===== src/rtl/noise_regif.sv =====
// Register front end for the APU noise channel: decodes CPU writes, holds the
// channel registers, issues write strobes and owns the noise length counter.
module noise_regif #(
    parameter logic [15:0] BASE_ADDR = 16'h4000
) (
    input  logic        clk,
    input  logic        rst,
    input  logic [15:0] cpu_addr,
    input  logic        cpu_wr,
    input  logic        cpu_rd,
    input  logic [7:0]  cpu_din,
    output logic [7:0]  cpu_dout,
    output logic        cpu_dout_vld,
    input  logic        half_frame,
    output logic [7:0]  r400c,
    output logic [7:0]  r400e,
    output logic [7:0]  r400f,
    output logic        wr400c,
    output logic        wr400e,
    output logic        wr400f,
    output logic        env_start,
    output logic [7:0]  length_cnt,
    output logic        length_active,
    output logic        noise_en
);

    localparam logic [15:0] ADDR_400C = BASE_ADDR + 16'h000C;
    localparam logic [15:0] ADDR_400E = BASE_ADDR + 16'h000E;
    localparam logic [15:0] ADDR_400F = BASE_ADDR + 16'h000F;
    localparam logic [15:0] ADDR_4015 = BASE_ADDR + 16'h0015;

    logic       hit_400c_s;
    logic       hit_400e_s;
    logic       hit_400f_s;
    logic       hit_4015_wr_s;
    logic       hit_4015_rd_s;
    logic [7:0] length_next_s;

    function automatic logic [7:0] length_lookup(input logic [4:0] idx);
        logic [7:0] val;
        case (idx)
            5'd0:  val = 8'd10;
            5'd1:  val = 8'd254;
            5'd2:  val = 8'd20;
            5'd3:  val = 8'd2;
            5'd4:  val = 8'd40;
            5'd5:  val = 8'd4;
            5'd6:  val = 8'd80;
            5'd7:  val = 8'd6;
            5'd8:  val = 8'd160;
            5'd9:  val = 8'd8;
            5'd10: val = 8'd60;
            5'd11: val = 8'd10;
            5'd12: val = 8'd14;
            5'd13: val = 8'd12;
            5'd14: val = 8'd26;
            5'd15: val = 8'd14;
            5'd16: val = 8'd12;
            5'd17: val = 8'd16;
            5'd18: val = 8'd24;
            5'd19: val = 8'd18;
            5'd20: val = 8'd48;
            5'd21: val = 8'd20;
            5'd22: val = 8'd96;
            5'd23: val = 8'd22;
            5'd24: val = 8'd192;
            5'd25: val = 8'd24;
            5'd26: val = 8'd72;
            5'd27: val = 8'd26;
            5'd28: val = 8'd16;
            5'd29: val = 8'd28;
            5'd30: val = 8'd32;
            5'd31: val = 8'd30;
            default: val = 8'd0;
        endcase
        return val;
    endfunction

    // A write that coincides with a read wins; the read is dropped.
    assign hit_400c_s    = cpu_wr && (cpu_addr == ADDR_400C);
    assign hit_400e_s    = cpu_wr && (cpu_addr == ADDR_400E);
    assign hit_400f_s    = cpu_wr && (cpu_addr == ADDR_400F);
    assign hit_4015_wr_s = cpu_wr && (cpu_addr == ADDR_4015);
    assign hit_4015_rd_s = cpu_rd && !cpu_wr && (cpu_addr == ADDR_4015);
    assign length_active = (length_cnt != 8'd0);

    // Next length count: disable, then table load, then half-frame decrement.
    always_comb begin
        length_next_s = length_cnt;
        if (hit_4015_wr_s && !cpu_din[3]) begin
            length_next_s = 8'd0;
        end else if (hit_400f_s && noise_en) begin
            length_next_s = length_lookup(cpu_din[7:3]);
        end else if (half_frame && !r400c[5] && (length_cnt != 8'd0)) begin
            length_next_s = length_cnt - 8'd1;
        end else begin
            length_next_s = length_cnt;
        end
    end

    // Channel registers, strobes and length state.
    always_ff @(posedge clk) begin
        if (rst) begin
            r400c      <= 8'd0;
            r400e      <= 8'd0;
            r400f      <= 8'd0;
            wr400c     <= 1'b0;
            wr400e     <= 1'b0;
            wr400f     <= 1'b0;
            env_start  <= 1'b0;
            length_cnt <= 8'd0;
            noise_en   <= 1'b0;
        end else begin
            wr400c     <= hit_400c_s;
            wr400e     <= hit_400e_s;
            wr400f     <= hit_400f_s;
            env_start  <= hit_400f_s;
            length_cnt <= length_next_s;
            if (hit_400c_s) begin
                r400c <= cpu_din;
            end
            if (hit_400e_s) begin
                r400e <= cpu_din;
            end
            if (hit_400f_s) begin
                r400f <= cpu_din;
            end
            if (hit_4015_wr_s) begin
                noise_en <= cpu_din[3];
            end
        end
    end

    // Status read port; data holds between reads.
    always_ff @(posedge clk) begin
        if (rst) begin
            cpu_dout     <= 8'd0;
            cpu_dout_vld <= 1'b0;
        end else begin
            cpu_dout_vld <= hit_4015_rd_s;
            if (hit_4015_rd_s) begin
                cpu_dout <= {4'b0000, length_active, 3'b000};
            end
        end
    end

endmodule


===== config.mk =====
export PLATFORM = sky130hd
export DESIGN_NAME = noise_regif
export DESIGN_NICKNAME = d
export VERILOG_FILES = /design/src/rtl/noise_regif.sv
export SDC_FILE = /design/constraint.sdc
export NUM_CORES = 1
export LEC_CHECK = 0
export BUFFER_PORTS_ARGS = -buffer_cell sky130_fd_sc_hd__buf_2
export CAP_MARGIN = 20
export CORE_MARGIN = 5
export CORE_UTILIZATION = 30
export DETAILED_ROUTE_END_ITERATION = 10
export PLACE_DENSITY = 0.52
export SLEW_MARGIN = 10
export SYNTH_ARGS = -nofsm -noshare
export SYNTH_HDL_FRONTEND = slang
export SYNTH_SLANG_ARGS = --single-unit

===== constraint.sdc =====
create_clock -name clk -period 1.8 [get_ports clk]
set_input_delay 0.09 -clock clk [delete_from_list [all_inputs] [get_ports clk]]
set_output_delay 0.09 -clock clk [all_outputs]
set_load 0.02 [all_outputs]

==> flow_metrics.env, run 1 <==
export IMPL_layout_common_cells="buf_2, nor2_1, dfxtp_1, mux2i_1, buf_4"
export IMPL_finalNonFillerCells=399
export IMPL_antenna_cells=0
export IMPL_fin_crit_ns=1.78
export IMPL_cp_depth=7
export IMPL_fillers=721
export IMPL_first_pass_iters=4
export IMPL_drc=0
export IMPL_grt_overflow=0
export IMPL_synth_simple_area_share_pct=25.4
export IMPL_dp_slack_ns=0.00189
export IMPL_fp_row_count=30
export IMPL_top_layer="met4"
export IMPL_numCtsBuffers=5
export IMPL_die_h_um=94.0
export IMPL_synth_top_family_by_area="simple AND/OR/NAND/NOR gates"
export IMPL_nets=339
export IMPL_synth_xor_area_share_pct=1.65
export IMPL_criticalPathCategory="register to register"
export IMPL_avgRoutedWirePerCell_um=13.3
export IMPL_num_vias=1822
export IMPL_cts_max_path_buffers=2
export IMPL_clkLatencyLatePin_ns=0.28
export IMPL_yosys_register_bits=38
export IMPL_hold_viol=0
export IMPL_start_util_pct=31.0
export IMPL_crit_buf_inv=1
export IMPL_synth_area_um2=2120
export IMPL_hold_start="cpu_din[2]"
export IMPL_wl_met2_mm=2.34
export IMPL_drt_iter0_drc=122
export IMPL_async_flop_share_pct=0
export IMPL_tns_ns=0
export IMPL_hold_path_class="primary input to register"
export IMPL_hold_buffers=0
export IMPL_finalSetupViolCount=0
export IMPL_p_clk_share_pct=20.8
export IMPL_synth_mux_area_share_pct=15.0
export IMPL_r2r_start="length_cnt[0]$_SDFFE_PP0P_"
export IMPL_cts_sinks=38
export IMPL_p_comb_share_pct=42.1
export IMPL_final_max_slew_violation_count=0
export IMPL_p_leak_uw=0.00121
export IMPL_grt_usage_pct=12.1
export IMPL_clkTransAtPathRegs_ns=0.08
export IMPL_path_max_fanout=4
export IMPL_gp_congestion=0.863
export IMPL_vdd_drop_max_v=0.000407
export IMPL_fin_util_pct=40.0
export IMPL_r2r_slack_ns=0.02
export IMPL_seq_power_share_pct=37.1
export IMPL_synthCells=227
export IMPL_die_x_um=94.0
export IMPL_crit_path_end_kind="register"
export IMPL_grt_pass1_vias=1837
export IMPL_dp_cells=390
export IMPL_antenna_found_initial=0
export IMPL_skew_ns=0.00186
export IMPL_r2r_end="length_cnt[4]$_SDFFE_PP0P_"
export IMPL_fin_ws_ns=0.0162
export IMPL_dieArea_um2=8840
export IMPL_rsz0062_at_grt="yes"
export IMPL_area_delta_synth_final_pct=29.1
export IMPL_dpl_hpwl_mm=3.89
export IMPL_p_sw_share_pct=36.8
export IMPL_m1WireLength_mm=2.55
export IMPL_synth_seq_area_share_pct=35.9
export IMPL_viasPerCell=4.57
export IMPL_synth_distinct_cells=45
export IMPL_syn_area_per_cell_um2=9.33
export IMPL_cp_data_arrival_time_ns=1.98
export IMPL_powerDensity_nw_per_um2=980
export IMPL_startpoint_type="register"
export IMPL_cpPeakStageDelay_ns=0.48
export IMPL_maxCapViolCount=0
export IMPL_status="complete, no violations"
export IMPL_yosysTopAreaCell="dfxtp_1"
export IMPL_antenna_left=0
export IMPL_grt_pass1_wl_mm=8.57
export IMPL_synth_area_leaders="dfxtp_1, mux2i_1, nor2_1"
export IMPL_core_area_um2=6830
export IMPL_synth_compound_area_share_pct=11.1
export IMPL_fin_crit_sh_pct=99.1
export IMPL_crit_required_ns=2.00
export IMPL_synthAdderAreaFrac_pct=4.14
export IMPL_htreeDepth=2
export IMPL_cp_cell_sequence="inv_1 -> ha_1 -> nor3b_2 -> a2111oi_1 -> xor2_1 -> nor2_1 -> a211oi_1"
export IMPL_min_path_cells=3
export IMPL_wl_mm=5.32
export IMPL_min_to="r400f[2]$_SDFFE_PP0P_"
export IMPL_drive_gt1_share_pct=37.0
export IMPL_r2r_cells=7
export IMPL_cts_tree="yes"
export IMPL_critical_path_slowest_cell="a2111oi_1"
export IMPL_grt_max_degree=30
export IMPL_cts_root_buf="clkbuf_8"
export IMPL_synth_edff_count=0
export IMPL_p_int_uw=1690
export IMPL_critPathTopFamily="compound AO/OA/AOI/OAI gates"
export IMPL_max_freq_mhz=561
export IMPL_synth_top_area_share_pct=35.9
export IMPL_holdWs_ns=0.0711
export IMPL_p_sw_uw=987
export IMPL_wl_met3_um=389
export IMPL_layout_commonest_cell="buf_2"
export IMPL_port_buffers=68
export IMPL_pin_count=76
export IMPL_synth_ff_type="dfxtp_1"
export IMPL_synth_warnings=0
state kept, by name (all words and copies together) (netlist names), 8 cells and up:
register    flops
r400c           8
r400e           8
length_cnt      8
r400f           8
power by group through the flow:
stage / sequential, uW / clock (uW) / combinational, uW
after floorplan: 1090 / 0 / 609
after global placement: 1010 / 0 / 1060
after detailed placement: 1010 / 0 / 1060
after CTS: 991 / 589 / 1070
after global routing: 1010 / 634 / 1240
final: 994 / 556 / 1130
layer usage:
layer	up-vias	global-route usage, %
met5	-	0
met4	0	3.37
met3	4	5.21
met2	41	18.6
met1	844	15.5
li1	933	-
worst register-to-register path, cell delays in order (launching register included):
cell and delay [ns]:
dfxtp_2 0.35, inv_1 0.06, ha_1 0.19, nor3b_2 0.17, a2111oi_1 0.48, xor2_1 0.19, nor2_1 0.06, a211oi_1 0.21
synth_stat cells (all sizes together), types with 2 or more instances:
master,n
o311ai,2
xnor2,2
nor2,38
a21oi,6
nand2,11
a31oi,2
nor4,6
nor2b,5
nor3,4
xor2,2
or3,2
nand2b,5
a211oi,8
a21boi,3
clkbuf,10
mux2i,26
dfxtp,38
nor4b,3
buf,10
mux2,3
nand3,3
inv,9
o21ai,7
ha,7
kinds of logic after synthesis:
logic type,count (synthesis)
compound gates,34
xor+xnor,4
fa+ha+maj,7
buf+inv,29
flops,38
mux,30
other cells,1
simple gates,84
stage by stage:
step                total power [uW]  area, um2
global placement                2060       2620
global route                    2880       2730
CTS                             2650       2700
finish                          2680       2730
detailed placement              2070       2620
floorplan                       1700       2150
layout make-up:
| class | count | area (um2) | share of cell area [%] |
|---|---|---|---|
| Clock buffer | 5 | 68.8 | 2.52 |
| Clock inverter | 2 | 10.0 | 0.366 |
| Inverter | 9 | 33.8 | 1.24 |
| Multi-Input combinational cell | 166 | 1260 | 46.1 |
| Sequential cell | 38 | 763 | 27.9 |
| Tap cell | 96 | 120 | 4.40 |
| Timing Repair Buffer | 83 | 478 | 17.5 |
timing repair:
item,CTS,global route
pin swaps,0,2
gates cloned,0,0
setup endpoints to repair,1,6
resized for setup,1,3
buffers inserted,0,2
worst max path at each step:
stage / startpoint / slack (ns) / end
after floorplan: length_cnt[3]$_SDFFE_PP0P_ / -0.02 / length_cnt[7]$_SDFFE_PP0P_
after global placement: length_cnt[0]$_SDFFE_PP0P_ / 0.06 / length_cnt[4]$_SDFFE_PP0P_
after detailed placement: length_cnt[0]$_SDFFE_PP0P_ / 0.002 / length_cnt[4]$_SDFFE_PP0P_
after CTS: length_cnt[0]$_SDFFE_PP0P_ / 0.02 / length_cnt[7]$_SDFFE_PP0P_
after global routing: length_cnt[0]$_SDFFE_PP0P_ / -0.04 / length_cnt[4]$_SDFFE_PP0P_
final: length_cnt[0]$_SDFFE_PP0P_ / 0.02 / length_cnt[4]$_SDFFE_PP0P_
(Power assumes the default switching activity.)
==> run 2: changes to the inputs <==
--- a/config.mk
+++ b/config.mk
@@ -7,10 +7,10 @@
 export LEC_CHECK = 0
 export BUFFER_PORTS_ARGS = -buffer_cell sky130_fd_sc_hd__buf_2
 export CAP_MARGIN = 20
-export CORE_MARGIN = 5
-export CORE_UTILIZATION = 30
+export CORE_MARGIN = 2
+export CORE_UTILIZATION = 45
 export DETAILED_ROUTE_END_ITERATION = 10
-export PLACE_DENSITY = 0.52
+export PLACE_DENSITY = 0.73
 export SLEW_MARGIN = 10
 export SYNTH_ARGS = -nofsm -noshare
 export SYNTH_HDL_FRONTEND = slang
==> flow_metrics.env, run 2 (synthesis gave the netlist of run 1 again) <==
export IMPL_first_pass_iters=4
export IMPL_area_delta_synth_final_pct=27.6
export IMPL_finalSetupViolCount=0
export IMPL_finalNonFillerCells=354
export IMPL_crit_buf_inv=1
export IMPL_cts_tree="yes"
export IMPL_crit_required_ns=2.02
export IMPL_nets=338
export IMPL_critical_path_slowest_cell="a2111oi_1"
export IMPL_cts_root_buf="clkbuf_8"
export IMPL_dp_cells=345
export IMPL_min_path_cells=3
export IMPL_antenna_left=0
export IMPL_hold_viol=0
export IMPL_cts_max_path_buffers=2
export IMPL_fillers=391
export IMPL_hold_path_class="primary input to register"
export IMPL_viasPerCell=5.20
export IMPL_p_int_uw=1870
export IMPL_cp_depth=7
export IMPL_max_freq_mhz=560
export IMPL_cpPeakStageDelay_ns=0.52
export IMPL_antenna_cells=0
export IMPL_numCtsBuffers=5
export IMPL_p_sw_uw=975
export IMPL_path_max_fanout=4
export IMPL_vdd_drop_max_v=0.000497
export IMPL_cp_data_arrival_time_ns=2.00
export IMPL_drt_iter0_drc=56
export IMPL_final_max_slew_violation_count=0
export IMPL_clkTransAtPathRegs_ns=0.08
export IMPL_num_vias=1842
export IMPL_start_util_pct=47.6
export IMPL_htreeDepth=2
export IMPL_holdWs_ns=0.0619
export IMPL_hold_buffers=0
export IMPL_antenna_found_initial=0
export IMPL_layout_commonest_cell="buf_2"
export IMPL_port_buffers=68
export IMPL_total_power_uw=2840
export IMPL_drive_gt1_share_pct=36.8
export IMPL_fp_row_count=24
export IMPL_p_sw_share_pct=34.3
export IMPL_startpoint_type="register"
export IMPL_drc=0
export IMPL_layout_common_cells="buf_2, nor2_1, dfxtp_1, mux2i_1, buf_4"
export IMPL_criticalPathCategory="register to register"
export IMPL_die_x_um=72.6
export IMPL_clkLatencyLatePin_ns=0.29
export IMPL_seq_power_share_pct=34.7
export IMPL_core_area_um2=4440
export IMPL_cp_cell_sequence="inv_1 -> ha_1 -> nor3b_2 -> a2111oi_1 -> xor2_1 -> nor2_1 -> a211oi_1"
export IMPL_status="complete, no violations"
export IMPL_grt_pass1_wl_mm=7.76
export IMPL_critPathTopFamily="compound AO/OA/AOI/OAI gates"
export IMPL_fin_crit_ns=1.78
export IMPL_p_comb_share_pct=39.1
export IMPL_die_h_um=72.6
export IMPL_grt_max_degree=30
export IMPL_dpl_hpwl_mm=3.50
export IMPL_grt_usage_pct=18.7
export IMPL_powerDensity_nw_per_um2=1050
export IMPL_dieArea_um2=5270
export IMPL_maxCapViolCount=0
export IMPL_p_clk_share_pct=26.2
export IMPL_wl_mm=4.74
export IMPL_p_leak_uw=0.00122
export IMPL_pin_count=76
export IMPL_cts_sinks=38
export IMPL_r2r_cells=7
export IMPL_grt_overflow=0
export IMPL_skew_ns=0.00299
export IMPL_gp_congestion=0.898
export IMPL_fin_crit_sh_pct=99.2
export IMPL_grt_pass1_vias=1707
export IMPL_crit_path_end_kind="register"
export IMPL_avgRoutedWirePerCell_um=13.4
## run 2: per-stage QoR
stage | util (%) | setup TNS [ns] | cell area, um2 | setup WS [ns]
2_1_floorplan | - | -0.0235 | 2150 | -0.0235
3_3_place_gp | 57.6 | 0 | 2560 | 0.109
3_5_place_dp | 57.6 | 0 | 2560 | 0.0502
4_1_cts | 60.1 | 0 | 2670 | 0.0239
5_1_grt | 60.8 | -0.0641 | 2700 | -0.0641
6_report | 60.8 | 0 | 2700 | 0.0152
## run 2: power by group through the flow
| stage | sequential [uW] | clock, uW | combinational (uW) |
|---|---|---|---|
| global placement | 999 | 0 | 1010 |
| detailed placement | 1000 | 0 | 1020 |
| global route | 995 | 785 | 1230 |
| CTS | 982 | 760 | 1030 |
| floorplan | 1090 | 0 | 609 |
| finish | 986 | 746 | 1110 |
## run 2: worst paths after layout
kind,endpoint,start,slack (ns)
hold reg to reg,r400e[2]$_SDFFE_PP0P_,r400e[2]$_SDFFE_PP0P_,0.49
hold / removal,r400f[2]$_SDFFE_PP0P_,cpu_din[2],0.06
setup reg to reg,length_cnt[4]$_SDFFE_PP0P_,length_cnt[0]$_SDFFE_PP0P_,0.02
setup / recovery,length_cnt[4]$_SDFFE_PP0P_,length_cnt[0]$_SDFFE_PP0P_,0.02
## run 2: metal layers
layer	global-route usage, %	share of wire (%)	up-vias
li1	-	-	930
met5	0	0	-
met3	3.73	5.8	7
met1	23.0	43	842
met4	7.82	1.6	0
met2	31.8	49	63
## run 2: area by class of cell
type                    count  area (um2)  share of cell area, %
well taps                  52        65.1                   2.41
clock buffers               6        82.6                   3.06
repair buffers             82         470                   17.4
clock inverters             1        30.0                   1.11
flip-flops and latches     38         763                   28.3
multi-input cells         166        1260                   46.5
inverters                   9        33.8                   1.25
## run 2: what timing repair did
action / 4_1_cts / 5_1_grt
setup buffers: 0 / 2
gates resized for setup: 0 / 4
endpoints found under the setup margin: 0 / 5
hold endpoints to repair: 0 / 0
## run 2: worst register-to-register path: cells and delay by family (launching register included)
kind	cells	cell delay, ns
xor gates and xnor gates	1	0.18
adders and majority gates	1	0.19
DFF	1	0.36
and+or+nand+nor	2	0.22
AOI/OAI and AO/OA	2	0.70
buffers and inverters	1	0.06
